==> config.mk <==
export PLATFORM = sky130hd
export DESIGN_NAME = mem_port_arbiter
export DESIGN_NICKNAME = d
export VERILOG_FILES = /design/src/rtl/mem_port_arbiter.sv
export SDC_FILE = /design/constraint.sdc
export NUM_CORES = 1
export LEC_CHECK = 0
export ABC_AREA = 0
export CAP_MARGIN = 20
export CORE_ASPECT_RATIO = 1.75
export CORE_MARGIN = 8
export CORE_UTILIZATION = 22
export DETAILED_ROUTE_END_ITERATION = 8
export PLACE_DENSITY = 0.85
export REMOVE_ABC_BUFFERS = 1
export SYNTH_ARGS = -nofsm -noshare
export SYNTH_HDL_FRONTEND = slang
export SYNTH_SLANG_ARGS = --single-unit
==> constraint.sdc <==
create_clock -name clock -period 1.97 [get_ports clock]
set_clock_uncertainty 0.15 [all_clocks]
set_input_delay 0.2955 -clock clock [delete_from_list [all_inputs] [get_ports clock]]
set_output_delay 0.2955 -clock clock [all_outputs]
set_load 0.005 [all_outputs]
==> src/rtl/mem_port_arbiter.sv <==
// Three-way arbiter sharing one single-port synchronous memory between the data,
// fetch and debug ports, with a debug starvation boost and a tag pipeline for read return.
module mem_port_arbiter #(
    parameter int ADDR_W       = 12,
    parameter int READ_LATENCY = 2,
    parameter int STARVE_LIMIT = 8
) (
    input  logic              clock,
    input  logic              reset,
    input  logic              d_req,
    input  logic              d_we,
    input  logic [3:0]        d_be,
    input  logic [ADDR_W-1:0] d_addr,
    input  logic [31:0]       d_wdata,
    output logic              d_rvalid,
    input  logic              f_req,
    input  logic [ADDR_W-1:0] f_addr,
    output logic              f_stall,
    output logic              f_rvalid,
    input  logic              g_req,
    input  logic              g_we,
    input  logic [ADDR_W-1:0] g_addr,
    input  logic [31:0]       g_wdata,
    output logic              g_gnt,
    output logic              g_rvalid,
    output logic [31:0]       rdata,
    output logic              mem_en,
    output logic              mem_we,
    output logic [3:0]        mem_be,
    output logic [ADDR_W-1:0] mem_addr,
    output logic [31:0]       mem_wdata,
    input  logic [31:0]       mem_rdata
);

    localparam int CNT_W = $clog2(STARVE_LIMIT + 1);
    localparam logic [CNT_W-1:0] CNT_MAX = CNT_W'(STARVE_LIMIT);
    localparam logic [1:0] ID_DATA  = 2'd0;
    localparam logic [1:0] ID_FETCH = 2'd1;
    localparam logic [1:0] ID_DEBUG = 2'd2;

    logic [CNT_W-1:0] count_reg, count_next;
    logic             boost_reg;
    logic             data_win, fetch_win, debug_win, read_issue;
    logic [1:0]       win_id;

    logic [READ_LATENCY-1:0]       tag_valid_reg, tag_valid_next;
    logic [READ_LATENCY-1:0][1:0]  tag_id_reg, tag_id_next;

    // Grants are qualified by reset so nothing reaches the memory while it is held.
    always_comb begin
        data_win  = reset & d_req;
        debug_win = reset & ~d_req & g_req & (boost_reg | ~f_req);
        fetch_win = reset & ~d_req & f_req & ~(boost_reg & g_req);
    end

    always_comb begin
        mem_en    = 1'b0;
        mem_we    = 1'b0;
        mem_be    = 4'h0;
        mem_addr  = '0;
        mem_wdata = '0;
        win_id    = ID_DATA;
        if (data_win) begin
            mem_en    = 1'b1;
            mem_we    = d_we;
            mem_be    = d_we ? d_be : 4'hF;
            mem_addr  = d_addr;
            mem_wdata = d_wdata;
            win_id    = ID_DATA;
        end else if (debug_win) begin
            mem_en    = 1'b1;
            mem_we    = g_we;
            mem_be    = 4'hF;
            mem_addr  = g_addr;
            mem_wdata = g_wdata;
            win_id    = ID_DEBUG;
        end else if (fetch_win) begin
            mem_en    = 1'b1;
            mem_be    = 4'hF;
            mem_addr  = f_addr;
            win_id    = ID_FETCH;
        end
    end

    assign read_issue = mem_en & ~mem_we;
    assign f_stall    = f_req & reset & ~fetch_win;
    assign g_gnt      = debug_win;

    always_comb begin
        count_next = '0;
        if (g_req && !debug_win) begin
            count_next = (count_reg == CNT_MAX) ? count_reg : count_reg + 1'b1;
        end
    end

    // Boost is registered from the next count so it is live in the cycle the count reaches the limit.
    always_ff @(posedge clock or negedge reset) begin
        if (!reset) begin
            count_reg <= '0;
            boost_reg <= 1'b0;
        end else begin
            count_reg <= count_next;
            boost_reg <= (count_next == CNT_MAX);
        end
    end

    genvar gi;
    generate
        for (gi = 0; gi < READ_LATENCY; gi++) begin : g_tag_stage
            if (gi == 0) begin : g_head
                assign tag_valid_next[gi] = read_issue;
                assign tag_id_next[gi]    = win_id;
            end else begin : g_body
                assign tag_valid_next[gi] = tag_valid_reg[gi-1];
                assign tag_id_next[gi]    = tag_id_reg[gi-1];
            end
        end
    endgenerate

    always_ff @(posedge clock or negedge reset) begin
        if (!reset) begin
            tag_valid_reg <= '0;
            tag_id_reg    <= '0;
        end else begin
            tag_valid_reg <= tag_valid_next;
            tag_id_reg    <= tag_id_next;
        end
    end

    assign d_rvalid = tag_valid_reg[READ_LATENCY-1] & (tag_id_reg[READ_LATENCY-1] == ID_DATA);
    assign f_rvalid = tag_valid_reg[READ_LATENCY-1] & (tag_id_reg[READ_LATENCY-1] == ID_FETCH);
    assign g_rvalid = tag_valid_reg[READ_LATENCY-1] & (tag_id_reg[READ_LATENCY-1] == ID_DEBUG);
    assign rdata    = mem_rdata;

endmodule

==> results of run 1 <==
## worst max-delay path: cells and delay by family (launching register included)
family,cells,cell delay (ns)
AO/OA/AOI/OAI,1,0.32
buffers and inverters,3,0.42
flip-flops,1,0.36
AND/OR/NAND/NOR,2,0.32
## stage by stage
stage	setup slack, ns	cell area, sq um	setup TNS (ns)	utilization
2_1_floorplan	-0.813	1060	-35.96	-
3_3_place_gp	-0.614	2950	-29.09	0.481
3_5_place_dp	-0.635	2950	-30.46	0.481
4_1_cts	-0.186	3040	-4.94	0.495
5_1_grt	-0.196	2980	-6.05	0.486
6_report	-0.132	2980	-2.11	0.486
## power breakdown
part           internal [mW]  switching, mW
Sequential             0.237        0.00904
Clock                  0.142         0.0816
Combinational          0.349          0.161
Total                  0.728          0.252
## cells in the mapped netlist
master | number | area [sq um]
sky130_fd_sc_hd__and2b_4 | 1 | 10.0
sky130_fd_sc_hd__nand3_1 | 1 | 5.00
sky130_fd_sc_hd__nor4bb_1 | 1 | 10.0
sky130_fd_sc_hd__nor3b_2 | 1 | 12.5
sky130_fd_sc_hd__buf_6 | 4 | 45.0
sky130_fd_sc_hd__a221oi_2 | 1 | 15.0
sky130_fd_sc_hd__a21oi_1 | 1 | 5.00
sky130_fd_sc_hd__inv_1 | 5 | 18.8
sky130_fd_sc_hd__and3_1 | 13 | 81.3
sky130_fd_sc_hd__a221o_1 | 12 | 120
sky130_fd_sc_hd__a211oi_2 | 1 | 12.5
sky130_fd_sc_hd__nor3b_1 | 2 | 15.0
sky130_fd_sc_hd__buf_2 | 5 | 25.0
sky130_fd_sc_hd__ha_1 | 2 | 25.0
sky130_fd_sc_hd__xor2_1 | 1 | 8.76
sky130_fd_sc_hd__nor2_1 | 3 | 11.3
sky130_fd_sc_hd__o31a_2 | 1 | 10.0
sky130_fd_sc_hd__o21ai_0 | 1 | 5.00
sky130_fd_sc_hd__buf_4 | 33 | 248
sky130_fd_sc_hd__a22o_1 | 33 | 289
sky130_fd_sc_hd__nand2b_4 | 1 | 13.8
sky130_fd_sc_hd__nor4_1 | 1 | 6.26
sky130_fd_sc_hd__and3b_1 | 2 | 17.5
sky130_fd_sc_hd__a211oi_1 | 2 | 15.0
sky130_fd_sc_hd__and2_1 | 1 | 6.26
sky130_fd_sc_hd__nand2b_1 | 1 | 6.26
sky130_fd_sc_hd__nor3_1 | 1 | 5.00
sky130_fd_sc_hd__nand3b_1 | 1 | 7.51
sky130_fd_sc_hd__o21a_1 | 5 | 37.5
sky130_fd_sc_hd__clkbuf_1 | 2 | 7.51
sky130_fd_sc_hd__dfrtp_1 | 11 | 275
sky130_fd_sc_hd__nand2_1 | 3 | 11.3
## worst max path at each step
stage | startpoint | end | slack (ns) | cells after the start
finish | boost_reg | mem_addr[4] | -0.13 | 6
CTS | boost_reg | mem_wdata[27] | -0.19 | 8
global placement | d_req | mem_wdata[12] | -0.61 | 6
detailed placement | reset | mem_wdata[12] | -0.63 | 6
global route | boost_reg | mem_wdata[21] | -0.20 | 7
floorplan | boost_reg | mem_addr[0] | -0.81 | 3
## layout make-up
type,instances,area (sq um)
tap,80,100
inverter,5,18.8
multi-input combinational,93,786
timing repair buffer,200,1760
sequential,11,275
clock buffer,4,45.0
fill,575,3150
## layer usage
layer  vias to the layer above  routed length, um  global-route usage  part of all wire
met5                         -                  0                   0                 0
met2                       176               6640               0.493              0.60
met3                         2               1970               0.193              0.18
li1                        877                  -                   -                 -
met1                       844               2490               0.142              0.22
met4                         0                  3             0.00741           0.00027
## cell families after synthesis
family / count (synthesis)
AOI/OAI and AO/OA: 57
xor gates and xnor gates: 1
adders and majority gates: 2
buffers and inverters: 49
DFF: 11
and+or+nand+nor: 33
## repair_timing
| item | in CTS | in global routing |
|---|---|---|
| resized for setup | 195 | 22 |
| setup endpoints to repair | 52 | 53 |
| gates cloned | 4 | 0 |
| hold buffers | 0 | 0 |
| pin swaps | 4 | 13 |
| buffers inserted | 14 | 6 |
==> results, run 1 <==
- The path class of the tightest hold or removal check is input port to async pin.
- The final routed DRC violation total is 0.
- The clock drives 11 sinks.
- After clock tree synthesis, the clock-pin slew on the worst setup and hold paths is 0.05 ns.
- The maximum count of clock buffers along a single path is 2.
- The per-cell via count in the routed design is 4.83.
- The top-level I/O count is 230.
- The run finished, with violations left.
- Traced cell by cell, the critical path runs through and2b_4 > nor3b_4 > buf_6 > buf_12 > a221o_1 > buf_2.
- The TritonCTS clock tree is done.
- The average instance in the mapped netlist occupies 9.03 sq um.
- The congestion estimate from routability-driven global placement came to 0.926.
- The adder and majority gate portion of the synthesized area is 0.0181.
- The total overflow left after global routing is 0.
- For this run, the post-layout net count is 459.
- The period utilization is 1.07.
- The cell depth of the worst flop-to-flop path is 5.
- STA puts the critical path data required time at 1.52 ns.
- Derived from the worst setup path, the maximum achievable clock frequency is 476 MHz.
- Measured against the total synthesized area, the mux share comes to 0.
- Once routing completed, OpenROAD measured the worst setup slack at -0.132 ns.
- Setup repair after global routing could not meet its margin everywhere.
- In this design, the stage delay of the slowest critical-path cell is 0.36 ns.
- The wire-length estimate of the detail-placed layout is 9590 um.
- The flip-flop count of the largest register after layout is 4.
- The setup check on the worst reg-to-reg path leaves a slack of 0.29 ns.
- The largest family of logic cells by synthesized area is compound AO/OA/AOI/OAI gates.
- The basic-gate share of the synthesized area counting and, or, nand and nor cells is 0.159.
- In this run the critical register-to-register path is captured at boost_reg.
- Clock latency on the worst-skew pair, taken at its later pin, is 0.23 ns.
- After detailed placement, the design holds a cell count of 369.
- For this run, the number of standard cells in the final layout without fillers is 393.
- The cell area after synthesis is 0.00138 sq mm.
- For this block, the initial DRC count from the detailed router was 63.
- The classification of the worst setup path is register to output port.
- During synthesis, Yosys emitted a total of 0 warnings.
- The fraction of layout instances using a drive strength above 1 is 0.307.
- The launching point of the worst reg2reg path is count_reg[0].
- In this run, CTS created clock tree buffers numbering 3.
- VDD sags by at most 0.337 mV.
- The port buffer count is 165.
- The count of final setup violators is 38.
- The power density over the cells is 329 mW/mm^2.
- The share of the Yosys chip area taken by registers is 0.199.
- The commonest non-fill, non-tap cell in the layout is sky130_fd_sc_hd__clkdlybuf4s50_1.
- Before antenna repair, the detailed router went through 4 iterations.
- The maximum fanout along the worst path is 7.
- The total count of hold-check failures in the final report is 0.
- Entering global routing, the biggest net connects 25 pins.
- The synthesized design contains 11 register bits.
- The number of levels the H-tree was split into is 1.
- The overall power consumption is 979 uW.
- The routed layout has 1,899 vias.
- The first global-routing pass estimated 15,300 um of wire.
- The core area is 0.00613 sq mm.
- After detailed routing, the average wire length per cell comes to 28.3 um.
- The vertical die dimension is 121 um.
- Across all hold checks on the routed design, the worst slack comes to 0.0544 ns.
- The via count of the first global-routing pass is 2,054.
- The endpoint arrival time on the critical path is 1.66 ns.
- The actual transition at the worst max-transition pin is 0.357 ns.
- The slowest stage of the critical path is the sky130_fd_sc_hd__dfrtp_1 cell.
- The die covers 0.00917 sq mm.
- The global-route usage over all layers is 0.233.
- The floorplan step set the die width to 75.9 um.
- Headroom to the max-slew limit came out at 0.759.
- Compared with the post-synthesis result, the final layout area differs by 116%.
- The effective utilization at floorplan is 0.225.
- The leakage power of the design is 1.44 nW.
- The number of violations of the max-capacitance limit is 0.
- The fraction of the mapped netlist area in compound gates is 0.369.
- 0 antenna diodes ended up in the layout.
- The cell count after synthesis came out at 153.
- The overall routed net length is 11,100 um.
- After floorplanning, the core was divided into 38 placement rows.
- The worst setup path is launched from a register.
- The post-route minimum period is 2.10 ns.
- Counting distinct cell types in the post-synthesis netlist gives 32.
- Of the total synthesized cell area, the portion taken by XOR and XNOR cells is 0.00634.
- The top cell types in the final layout, fill and taps aside, are 109 x sky130_fd_sc_hd__clkdlybuf4s50_1, 44 x sky130_fd_sc_hd__buf_2, 33 x sky130_fd_sc_hd__a22o_1, 23 x sky130_fd_sc_hd__buf_4, 13 x sky130_fd_sc_hd__and3_1.
- STA classifies the critical path endpoint as an output port.
- The initial antenna violation count was 0.
- The final count of pins violating max slew is 0.
- The clock root buffer master is sky130_fd_sc_hd__clkbuf_8.
- In this run the remaining antenna-violating nets after routing total 0.
- The final reports fail on negative setup slack.
Power figures use the tool's default switching activity.
==> run 2: changes to the inputs <==
CTS_BUF_LIST = sky130_fd_sc_hd__clkbuf_4 sky130_fd_sc_hd__clkbuf_8   (was default)
==> run 2 against run 1 <==
The flow still finishes with violations (negative setup slack). Non-clock buffer count unchanged. Flip-flop and latch count unchanged. First-iteration DRC count is the same. Setup slack is essentially flat. Combinational power is essentially flat. Count of clock-buffer cells in the layout did not move. Clock power rose by 6%. Register-to-register slack barely moved. Via count unchanged. Cell count unchanged. Design area up 0.13%. Highest routed layer unchanged. Critical path depth is the same.
==> results, run 2 (same netlist as run 1, synthesis figures left out) <==
- The total met3 wirelength after detailed routing is 1970 um (unchanged).
- The critical path in this run is classified as register to output port.
- The power spent charging and discharging nets is 252 uW (about the same).
- The largest incremental delay on the critical path was 0.36 ns (about the same).
- The overall routed net length is 11,100 um (unchanged).
- The clock slew seen by the registers of the worst setup and hold paths is 0.05 ns (about the same).
- The number of nets in the layout is 459 (unchanged).
- The final estimated routing congestion in global placement is 0.926 (unchanged).
- The wire length on met1 is 2490 um (about the same).
- The count of final setup violators is 38 (unchanged).
- Walking the worst path, the cells encountered are and2b_4 > nor3b_4 > buf_6 > buf_12 > a221o_1 > buf_2.
- The clock network fraction of total power is 0.239 (+0.011).
- The cell total after placement is 369 (unchanged).
- The part of the total power dissipated in combinational logic came to 0.513 (-0.007).
- The maximum vdd ir drop is 0.337 mV (about the same).
- The checks that failed: negative setup slack.
- The switching part of the total power is 0.253 (-0.00358).
- The leakage power of the design is 1.44 nW (+0.24%).
- The final routed DRC violation total is 0 (unchanged).
- The fill cell total of the finished layout was 574 (-0.17%).
- The core area is 0.00613 sq mm (unchanged).
- The number of standard cells in the layout, taps in and fillers out came to 393 (unchanged).
- The tightest hold margin is 0.0544 ns (-0.00000780 ns).
- The antenna cell count is 0 (unchanged).
- The class of the tightest hold or removal check is input port to async pin.
- The post-route antenna net violation count came to 0 (unchanged).
- The commonest non-fill, non-tap cell in the layout is sky130_fd_sc_hd__clkdlybuf4s50_1.
- The number of violations of the max-capacitance limit is 0 (unchanged).
- The total number of vias is 1,899 (unchanged).
- The detailed-placement wirelength estimate is 9590 um (unchanged).
- The number of levels the H-tree was split into was 1 (unchanged).
- The power density over the cells is 333 mW/mm^2 (+1.3%).
- The final standard cell utilization of the core is 0.487 (+0.000612).
- The routed length per placed instance was 28.3 um (unchanged).
- The worst path buffer plus inverter count is 3 (unchanged).
- In this design, the largest share of critical-path delay is due to buffers and inverters.
- The flip-flop count of the largest register after layout is 4 (unchanged).
- The clock latency on the worst-skew pair came to 0.23 ns (about the same).
- The number of DRC violations after detailed-routing iteration 0 is 63 (unchanged).
- The achievable frequency is 476 MHz (about the same).
- The effective utilization at floorplan came to 0.225 (unchanged).
- The fraction of layout instances using a drive strength above 1 is 0.310 (+0.00319).
- The first-pass GRT wire length is 15,300 um (unchanged).
- The run finished, with violations left.
- The number of buffers created by CTS was 3 (unchanged).
- TritonCTS built the clock tree.
- The maximum fanout along the worst path is 7 (unchanged).
- The startpoint kind of the worst setup timing path is a register.
- The post-route minimum period is 2.10 ns (-0.0000330 ns).
- The total iterations of the first detailed-routing run is 4 (unchanged).
- The combined area of the multi-input logic cells is 786 sq um (unchanged).
- The per-cell via count in the routed design came to 4.83 (unchanged).
- The max-slew headroom at the worst pin is 0.759 (unchanged).
- Relative to the synthesized area, the layout overhead comes to 116%.
- The total count of hold-check failures in the final report is 0 (unchanged).
- The global-route usage over all layers is 0.233 (unchanged).
- The final count of pins violating max slew is 0 (unchanged).
- The die outline width came to 75.9 um (unchanged).
- The global route total overflow is 0 (unchanged).
- For this design, the slowest cell found on the critical path is sky130_fd_sc_hd__dfrtp_1.
- The overall power consumption is 993 uW (+1.4%).
- The nature of the critical path endpoint is an output port.
- The proportion of power drawn by flip-flops and latches is 0.248 (-0.003).
- The library cells used most frequently in the layout, excluding fill and tap cells, are 109 x sky130_fd_sc_hd__clkdlybuf4s50_1, 44 x sky130_fd_sc_hd__buf_2, 33 x sky130_fd_sc_hd__a22o_1, 23 x sky130_fd_sc_hd__buf_4, 13 x sky130_fd_sc_hd__and3_1.
- The maximum number of pins on one net before global-route repair was 25 (unchanged).
- The actual transition at the worst max-transition pin is 0.357 ns (unchanged).
- The detailed router used layers up to and including met4.
- The vertical die dimension is 121 um (unchanged).
- The sequential standard cell area is 275 sq um (unchanged).
- The sink count of the clock tree is 11 (unchanged).
- The final worst-path setup slack was -0.132 ns (+0.0000330 ns).
- The internal power is 741 uW (+1.9%).
- The period utilization is 1.07 (about the same).
- The count of hold-fix buffers inserted at cts is 0 (unchanged).
- The setup TNS is -2.11 ns (+0.00125 ns).
- The placement-stage cell area is 0.00295 sq mm (unchanged).
- The die area was 0.00917 sq mm (unchanged).
- Setup repair after global routing could not meet its margin everywhere.
- The detailed route wirelength on metal2 is 6640 um (unchanged).
- The endpoint arrival time on the critical path is 1.66 ns (about the same).
- The maximum count of clock buffers along a single path came to 2 (unchanged).
- The initial antenna violation count came to 0 (unchanged).
- Clock tree synthesis selected as its root buffer the cell sky130_fd_sc_hd__clkbuf_8.
- The pre-CTS setup slack is -0.635 ns (unchanged).
- The top-level I/O count is 230 (unchanged).
- The required time at the endpoint of the critical path is 1.52 ns (about the same).
- The area of all placed cells without fillers was 0.00298 sq mm (+0.13%).
- The via count of the first global-routing pass is 2,054 (unchanged).
- The port buffer count was 165 (unchanged).
- The site row count came to 38 (unchanged).
==> run 2: cell counts in the layout (fill, tap and decap cells not counted) <==
No cell type changed its count.
==> run 2: worst register-to-register path, delay by kind of cell (launching register included) <==
kind | cells | cell delay [ns]
adder cells (fa/ha/maj) | 1 | 0.19
AND/OR/NAND/NOR | 2 | 0.59
AO/OA/AOI/OAI | 1 | 0.11
buffers and inverters | 1 | 0.09
flip-flops | 1 | 0.44
==> run 2: power groups by stage <==
stage	Clock [mW]	Combinational, mW	Sequential [mW]
floorplan	0	0.126	0.247
global placement	0	0.525	0.248
detailed placement	0	0.536	0.249
CTS	0.244	0.516	0.246
global route	0.255	0.548	0.247
finish	0.237	0.510	0.246
==> run 2: path summary, 6_finish.rpt <==
check	to	cells past startpoint	slack [ns]	start
max	mem_addr[4]	6	-0.13	boost_reg
min	count_reg[2]	2	0.05	reset
max reg2reg	boost_reg	5	0.29	count_reg[0]
min reg2reg	tag_id_reg[3]	0	0.19	tag_id_next[3]
max in group asynchronous	tag_id_next[3]	2	1.42	reset
min in group clock	tag_id_reg[3]	0	0.19	tag_id_next[3]
==> run 2: cell type report <==
class | count | area share
timing repair buffer | 200 | 0.588
multi-input combinational | 93 | 0.263
sequential | 11 | 0.0922
tap | 80 | 0.0335
clock buffer | 4 | 0.0164
inverter | 5 | 0.00629
==> run 2: repair_timing <==
action / in CTS / in global routing
pin swaps: 4 / 13
endpoints found under the setup margin: 52 / 53
gates cloned: 4 / 0
gates resized for setup: 195 / 22
buffers inserted: 14 / 6
==> run 2: routing by layer <==
layer / vias up / GRT usage
met4: 0 / 0.00741
met2: 176 / 0.493
met1: 844 / 0.142
li1: 877 / -
met5: - / 0
met3: 2 / 0.193
